File: src/rtl/bird_io_pkg.sv
// Shared constants and types for the bird CPU memory/IO bridge.
// Defines the IO window map, the STATUS bit positions and the STATUS word layout.
package bird_io_pkg;

  localparam logic [11:0]  IO_BASE_DEFAULT  = 12'hF00;
  localparam int unsigned  TX_DEPTH_DEFAULT = 8;

  localparam logic [1:0] IO_OFF_TXDATA  = 2'd0;
  localparam logic [1:0] IO_OFF_RXDATA  = 2'd1;
  localparam logic [1:0] IO_OFF_STATUS  = 2'd2;
  localparam logic [1:0] IO_OFF_TXCOUNT = 2'd3;

  localparam int unsigned ST_RX_FULL  = 0;
  localparam int unsigned ST_TX_FULL  = 1;
  localparam int unsigned ST_TX_EMPTY = 2;
  localparam int unsigned ST_TX_OVF   = 3;
  localparam int unsigned ST_RX_OVR   = 4;

  typedef struct packed {
    logic [10:0] rsvd;
    logic        rx_ovr;
    logic        tx_ovf;
    logic        tx_empty;
    logic        tx_full;
    logic        rx_full;
  } status_t;

endpackage

File: src/rtl/bird_sync_fifo.sv
// Single-clock FIFO with registered head (no fall-through) and occupancy count.
// A push into a full FIFO is accepted only when a pop frees the slot in the same cycle.
module bird_sync_fifo #(
  parameter int unsigned WIDTH = 8,
  parameter int unsigned DEPTH = 8
) (
  input  logic                    clk,
  input  logic                    rst,
  input  logic                    push,
  input  logic                    pop,
  input  logic [WIDTH-1:0]        wdata,
  output logic [WIDTH-1:0]        head,
  output logic                    full,
  output logic                    empty,
  output logic [$clog2(DEPTH):0]  count
);

  localparam int unsigned PW = $clog2(DEPTH);
  localparam int unsigned CW = PW + 1;

  logic [WIDTH-1:0] mem [DEPTH];
  logic [PW-1:0]    wr_ptr;
  logic [PW-1:0]    rd_ptr;
  logic             do_push;
  logic             do_pop;

  assign empty   = (count == '0);
  assign full    = (count == CW'(DEPTH));
  assign do_pop  = pop & ~empty;
  assign do_push = push & (~full | do_pop);
  assign head    = mem[rd_ptr];

  // Pointers wrap naturally because DEPTH is a power of two.
  always_ff @(posedge clk or posedge rst) begin
    if (rst) begin
      wr_ptr <= '0;
      rd_ptr <= '0;
      count  <= '0;
    end else begin
      if (do_push) wr_ptr <= wr_ptr + PW'(1);
      if (do_pop)  rd_ptr <= rd_ptr + PW'(1);
      if (do_push && !do_pop)      count <= count + CW'(1);
      else if (do_pop && !do_push) count <= count - CW'(1);
    end
  end

  // Storage carries no reset; only the pointers define validity.
  always_ff @(posedge clk) begin
    if (do_push) mem[wr_ptr] <= wdata;
  end

endmodule

File: src/rtl/bird_io_bridge.sv
// Bridge between the bird CPU bus and external async RAM plus a 4-word IO window
// (TX byte FIFO, RX holding register, sticky status). All accesses complete same cycle.
module bird_io_bridge
  import bird_io_pkg::*;
#(
  parameter logic [11:0] IO_BASE  = IO_BASE_DEFAULT,
  parameter int unsigned TX_DEPTH = TX_DEPTH_DEFAULT
) (
  input  logic        clk,
  input  logic        rst,
  input  logic [15:0] cpu_address,
  input  logic [15:0] cpu_data_out,
  input  logic        cpu_memwt,
  output logic [15:0] cpu_data_in,
  output logic [11:0] mem_addr,
  output logic [15:0] mem_wdata,
  output logic        mem_we,
  input  logic [15:0] mem_rdata,
  output logic [7:0]  tx_data,
  output logic        tx_valid,
  input  logic        tx_ready,
  input  logic [7:0]  rx_data,
  input  logic        rx_valid
);

  localparam int unsigned TX_CW = $clog2(TX_DEPTH) + 1;

  logic [1:0]       off;
  logic             io_sel, io_wr, io_rd;
  logic             tx_push, tx_pop, tx_reject;
  logic             tx_full, tx_empty;
  logic [7:0]       tx_head;
  logic [TX_CW-1:0] tx_count;
  logic             rx_rd, rx_drop, st_wr;
  logic [7:0]       rx_hold;
  logic             rx_full, tx_ovf, rx_ovr;
  status_t          status;
  logic [15:0]      io_rdata;
  logic             unused_addr_hi;

  // Address bits above the 4K space only alias.
  assign unused_addr_hi = ^cpu_address[15:12];

  assign off     = cpu_address[1:0];
  assign io_sel  = (cpu_address[11:2] == IO_BASE[11:2]);
  assign io_wr   = io_sel & cpu_memwt;
  assign io_rd   = io_sel & ~cpu_memwt;

  assign tx_push   = io_wr & (off == IO_OFF_TXDATA);
  assign st_wr     = io_wr & (off == IO_OFF_STATUS);
  assign rx_rd     = io_rd & (off == IO_OFF_RXDATA);
  assign tx_pop    = tx_valid & tx_ready;
  assign tx_reject = tx_push & tx_full & ~tx_pop;
  assign rx_drop   = rx_valid & rx_full & ~rx_rd;

  assign mem_addr  = cpu_address[11:0];
  assign mem_wdata = cpu_data_out;
  assign mem_we    = cpu_memwt & ~io_sel & ~rst;

  assign tx_valid  = ~tx_empty;
  assign tx_data   = tx_empty ? 8'h00 : tx_head;

  bird_sync_fifo #(
    .WIDTH (8),
    .DEPTH (TX_DEPTH)
  ) u_tx_fifo (
    .clk   (clk),
    .rst   (rst),
    .push  (tx_push),
    .pop   (tx_pop),
    .wdata (cpu_data_out[7:0]),
    .head  (tx_head),
    .full  (tx_full),
    .empty (tx_empty),
    .count (tx_count)
  );

  // RX holding register and sticky flags; a new overflow beats a same-cycle W1C.
  always_ff @(posedge clk or posedge rst) begin
    if (rst) begin
      rx_hold <= 8'h00;
      rx_full <= 1'b0;
      tx_ovf  <= 1'b0;
      rx_ovr  <= 1'b0;
    end else begin
      if (rx_valid && (!rx_full || rx_rd)) begin
        rx_hold <= rx_data;
        rx_full <= 1'b1;
      end else if (rx_rd) begin
        rx_full <= 1'b0;
      end

      if (tx_reject)                          tx_ovf <= 1'b1;
      else if (st_wr && cpu_data_out[ST_TX_OVF]) tx_ovf <= 1'b0;

      if (rx_drop)                            rx_ovr <= 1'b1;
      else if (st_wr && cpu_data_out[ST_RX_OVR]) rx_ovr <= 1'b0;
    end
  end

  // IO read mux and final CPU read steering.
  always_comb begin
    status          = '0;
    status.rx_full  = rx_full;
    status.tx_full  = tx_full;
    status.tx_empty = tx_empty;
    status.tx_ovf   = tx_ovf;
    status.rx_ovr   = rx_ovr;
    io_rdata        = 16'h0000;
    case (off)
      IO_OFF_RXDATA:  io_rdata = {8'h00, rx_hold};
      IO_OFF_STATUS:  io_rdata = 16'(status);
      IO_OFF_TXCOUNT: io_rdata = 16'(tx_count);
      default:        io_rdata = 16'h0000;
    endcase
  end

  assign cpu_data_in = io_sel ? io_rdata : mem_rdata;

endmodule

File: config.mk
export PLATFORM = sky130hd
export DESIGN_NAME = bird_io_bridge
export DESIGN_NICKNAME = d
export VERILOG_FILES = /design/src/rtl/bird_io_pkg.sv /design/src/rtl/bird_sync_fifo.sv /design/src/rtl/bird_io_bridge.sv
export SDC_FILE = /design/constraint.sdc
export NUM_CORES = 1
export LEC_CHECK = 0
export CORE_AREA = 2 2 95 97
export DETAILED_ROUTE_END_ITERATION = 10
export DIE_AREA = 0 0 97 99
export PLACE_DENSITY = 0.79
export SYNTH_ARGS = -nofsm -noshare
export SYNTH_HDL_FRONTEND = slang
export SYNTH_SLANG_ARGS = --single-unit
File: constraint.sdc
create_clock -name clk -period 3.9 [get_ports clk]
set_input_delay 0.78 -clock clk [delete_from_list [all_inputs] [get_ports clk]]
set_output_delay 0.78 -clock clk [all_outputs]
set_load 0.03 [all_outputs]
==> summary.txt <==
Run status
  • Status: complete, no violations

Die
  • IO Count: ~120
  • Row count: 34
  • Die Y: around 100 um
  • Die area: between 9000 and 10000 um^2
  • Core area: about 8600 um^2
  • Die X: around 97 um
  • Initial Util: 0.473

Route
  • Routed vias: between 2000 and 3000
  • Vias per cell: between 5 and 6
  • 1st-pass router iterations: 4
  • Initial DRC Count: 140
  • Detailed-route DRC error count: 0
  • WL per Instance: around 18 um
  • Routed Antenna Nets: 0
  • WL final: about 8000 um

Clock network
  • Setup bufs post-CTS: 0
  • H-Tree Depth: 3
  • Post-CTS Hold Buffers: 0
  • Worst-path clk slew: ~0.080 ns
  • Clock sink count: 85
  • CTS tree: yes
  • Clock root cell: clkbuf_8
  • Clock buffer depth: 2
  • Worst-Skew Late Latency: 0.36 ns
  • Total CTS buffers: 9
  • CTS-repair resized insts: 0

Setup path
  • CP max stage delay: about 0.6 ns
  • CP max FO: 28
  • Critical-path top delay cell: clkdlybuf4s50_1
  • CP Buf/Inv Count: 3
  • Crit. End Element: output pin
  • Setup crit start kind: input pin
  • CP cell instances: clkdlybuf4s50_1, or4_4, nor3_2, buf_4, nor3b_1, clkdlybuf4s50_1
  • WS Path Type: in2out
  • CP dominant cell by count: clkdlybuf4s50_1
  • Req. time, crit path: 3.12 ns
  • Worst path top cell family by delay: buffers and inverters
  • Worst Path Arrival: 2.98 ns

Power and ir drop
  • Leak pwr: 1.88 nW
  • Power per cell area: about 530 nW/um^2
  • Switching Share: 0.327
  • Clock power frac: 0.220
  • Net Sw Power: around 0.90 mW
  • Pwr Total: around 2.8 mW
  • Peak supply drop: approximately 0.25 mV
  • Reg power frac: 0.421
  • Comb pwr share: 0.359
  • Internal power: about 1.9 mW

GRT
  • Antenna violations before repair: 0
  • GRT Util Overall: 0.178
  • Grt ovf: 0
  • First-pass GRT wire length: approximately 13000 um
  • Largest net degree at the start of global routing: 29
  • Vias in the first global route: 2635

STA
  • Final Cycle Share: 0.963
  • Fin. Hold Viols: 0
  • RSZ-0062 raised after global routing: false
  • Skew final: 0.0144 ns
  • Fmax: around 270 MHz
  • Worst slew pin tran: a little under 0.9 ns
  • Rel. slew slack: 0.416
  • Setup TNS: 0 ns
  • Slew Viols, Final: 0
  • Final Setup Violations: 0
  • Final min period: roughly 3.8 ns

Logic synthesis
  • Async SR Flop Fraction: 0.247
  • Cell taking the most area after synthesis: edfxtp_1
  • Top cells by area, synth: edfxtp_1, dfrtp_1, mux4_2, buf_4, mux2_4
  • Share of the synthesized area in the top cell type: 0.475
  • Post-synth cell types: 43
  • Seq cells post-synth: 85
  • Yosys warnings: 0
  • Syn Std Cell Area: 4050 um^2
  • Mean area per synthesized cell: between 15 and 20 um^2
  • Post-Syn Nets: 336
  • Sequential fraction of the synthesis area: 0.605
  • Top FF cell, synth: edfxtp_1
  • EDFF count, synth: 64
  • Syn Inst Count: between 200 and 300

Final layout
  • Area of the multi-input gates: approximately 1300 um^2
  • Final #Nets: roughly 420
  • Diode count: 0
  • Layout cell share with drive strength beyond 1: 0.211
  • FF+latch area: 2450 um^2
  • Post-route cell area: 5160 um^2
  • Area Growth Syn to Fin: 27.5%
  • Filler instances: about 630

Placement
  • Placed cell area: between 4000 and 5000 um^2
  • IO buf count: 94
  • Placer's final routability congestion estimate: 0.766
  • Dpl hpwl: between 5000 and 6000 um

Flow run
  • MaxCap Viol Count: 0

Min path
  • Worst min path class: reg2reg
cells in the final DEF, fill, tap and decap left out, types with 8 or more instances in the layout:
cell type	count
clkbuf_8	9
clkdlybuf4s50_1	86
nor2_1	15
edfxtp_1	64
nor2b_1	11
mux4_2	16
buf_4	23
dfrtp_1	21
inv_1	10
mux2i_1	8
mux2_4	8
registers in the layout, indices dropped and copies added, names as in the netlist:
signal	flops
rx_hold	8
tx_ovf	1
u_tx_fifo.rd_ptr	3
u_tx_fifo.count	4
rx_full	1
rx_ovr	1
u_tx_fifo.wr_ptr	3
u_tx_fifo.mem	64
power by group through the flow:
stage	clock [mW]	combinational [mW]	sequential [mW]
final	0.605	0.990	1.16
after global routing	0.651	1.06	1.18
after CTS	0.618	0.999	1.16
after detailed placement	0	0.995	1.18
after global placement	0	0.965	1.18
after floorplan	0	0.741	1.08
Yosys cell counts, types with 3 or more instances:
library cell	instances
a22oi_1	5
nand2_1	3
nor2b_1	11
mux2i_1	8
nand3_1	5
buf_4	28
edfxtp_1	64
nor4_1	3
ha_1	5
dfrtp_1	21
nor3_1	6
mux4_2	16
inv_1	10
clkbuf_1	6
a21oi_1	6
xnor2_1	6
o21ai_0	4
nor2_1	15
mux2_2	7
mux2_4	8
nor4b_1	4
worst register-to-register path: stages (launching register included):
cell and delay [ns]:
dfrtp_1 0.48, nor4b_1 0.44, nor2b_1 0.30, nand4bb_1 0.19, inv_1 0.06, ha_1 0.21, inv_1 0.09, ha_1 0.23
a21o_1 0.22, a2111oi_1 0.55, a31oi_1 0.09, a221o_1 0.33
cells by family (layout without fill, tap and decap cells):
family,Yosys count,after routing,share of synthesized area
flip-flops,85,85,0.605
AND/OR/NAND/NOR,58,58,0.0847
buffers and inverters,50,136,0.0767
multiplexers,39,39,0.158
AO/OA/AOI/OAI,25,25,0.0424
adder cells (fa/ha/maj),6,6,0.0204
XOR/XNOR,6,6,0.0130
through the flow:
stage | cells | worst slack (ns) | util | hold slack (ns)
3_3_place_gp | 447 | 0.0814 | 0.581 | 0.483
5_1_grt | 463 | 0.0423 | 0.603 | 0.534
4_1_cts | 463 | 0.129 | 0.603 | 0.510
6_report | 463 | 0.143 | 0.603 | 0.503
3_5_place_dp | 447 | -0.258 | 0.581 | 0.491
2_1_floorplan | 269 | 0.358 | - | 0.467
final timing paths:
kind | startpoint | end | slack (ns) | depth (start not counted)
max | cpu_address[5] | mem_we | 0.14 | 6
min | rx_ovr$_DFFE_PP0P_ | rx_ovr$_DFFE_PP0P_ | 0.50 | 1
max reg2reg | u_tx_fifo.count[0]$_DFFE_PP0P_ | u_tx_fifo.count[3]$_DFFE_PP0P_ | 0.60 | 11
min reg2reg | rx_ovr$_DFFE_PP0P_ | rx_ovr$_DFFE_PP0P_ | 0.50 | 1
max in group asynchronous | rst | u_tx_fifo.wr_ptr[2]$_DFFE_PP0P_ | 2.41 | 2
min in group asynchronous | rst | rx_ovr$_DFFE_PP0P_ | 0.94 | 2
cell type report:
type                            count  area share
Timing Repair Buffer              110       0.204
Sequential cell                    85       0.474
Inverter                           10     0.00728
Clock inverter                      5      0.0114
Multi-Input combinational cell    134       0.251
Clock buffer                       11      0.0255
Tap cell                          108      0.0262
layer usage:
metal | GRT usage | share of wire
met1 | 0.228 | 0.42
met2 | 0.298 | 0.51
met3 | 0.0362 | 0.049
met4 | 0.0769 | 0.021
met5 | 0 | 0
Power figures use the tool's default switching activity.
==> RTL edit (same flow settings) <==
The package constant `TX_DEPTH_DEFAULT` goes from 8 to 16.
--- a/src/rtl/bird_io_pkg.sv
+++ b/src/rtl/bird_io_pkg.sv
@@ -4,5 +4,5 @@
 
   localparam logic [11:0]  IO_BASE_DEFAULT  = 12'hF00;
-  localparam int unsigned  TX_DEPTH_DEFAULT = 8;
+  localparam int unsigned  TX_DEPTH_DEFAULT = 16;
 
   localparam logic [1:0] IO_OFF_TXDATA  = 2'd0;
Check against the original RTL: not equivalent (a bounded check fails within 10 cycles, from zero or initial values and one cycle with rst high).
==> RTL edit against the unedited design <==
  * The run now fails in clock tree synthesis (4_1_cts)
  * Area after synthesis rose by 68%
==> RTL edit: results (changes against the unedited design) <==
metric,value,unit,change
Err,[ERROR DPL-0033] detailed placement checks failed during check placement.,,
clock root buffer,clkbuf_8,,unchanged
Placer Congestion,0.880,,was 0.766
Longest Clk Path Bufs,2,,unchanged
H-tree depth,4,,was 3
async set or reset register ratio after synthesis,15.8,%,was 24.7%
post-synth top area share,56.5,%,was 47.5%
pre-CTS WS,-298,ps,was -258 ps
post-CTS setup buffer count,0,,unchanged
PortBufs,94,,unchanged
clk sinks,152,,was 85
sequential share of the synthesized area,65.3,%,was 60.5%
syn nets,491,,was 336
Post-synth EDFFs,128,,was 64
post-DP HPWL,12000,um,was 5620 um
cell count after synthesis,420,,was 269
Inst Count DP,606,,was 447
Fail Step,clock tree synthesis (4_1_cts),,
result of the run,did not finish,,"was complete, no violations"
Netlist cell types,48,,was 43
# resized after CTS,19,,was 0
Yosys warnings,0,,unchanged
Inserted Clock Buffers,17,,was 9
Area contributors post-synth,"edfxtp_1, mux4_2, dfrtp_1",,"was edfxtp_1, dfrtp_1, mux4_2"
Post-synth top cells,"edfxtp_1, mux4_2, buf_4",,"was edfxtp_1, buf_4, dfrtp_1"
RTL edit: changes by cell type after synthesis, moves of 5 or more:
cell      unedited run  this run
mux2_2               7        15
o21ai_0              4        12
and3_1               0         5
nand2_1              3        19
edfxtp_1            64       128
mux4_2              16        32
nand3_1              5        13
clkbuf_1             6        17
a22oi_1              5         0
and2_1               0         8
nor2b_1             11         4
RTL edit: logic make-up after synthesis:
| logic type | after synthesis | share of synthesized area [%] |
|---|---|---|
| flops | 152 | 65.3 |
| simple gates | 87 | 6.73 |
| mux | 64 | 16.2 |
| buf+inv | 60 | 5.06 |
| compound gates | 38 | 3.59 |
| fa+ha+maj | 10 | 1.95 |
| xor+xnor | 9 | 1.16 |
RTL edit: stage by stage:
stage | TNS [ps] | hold WS [ps] | cell area (um2)
floorplan | 0 | 467 | 6800
global placement | -14.5 | 475 | 7850
detailed placement | -1170 | 491 | 7850
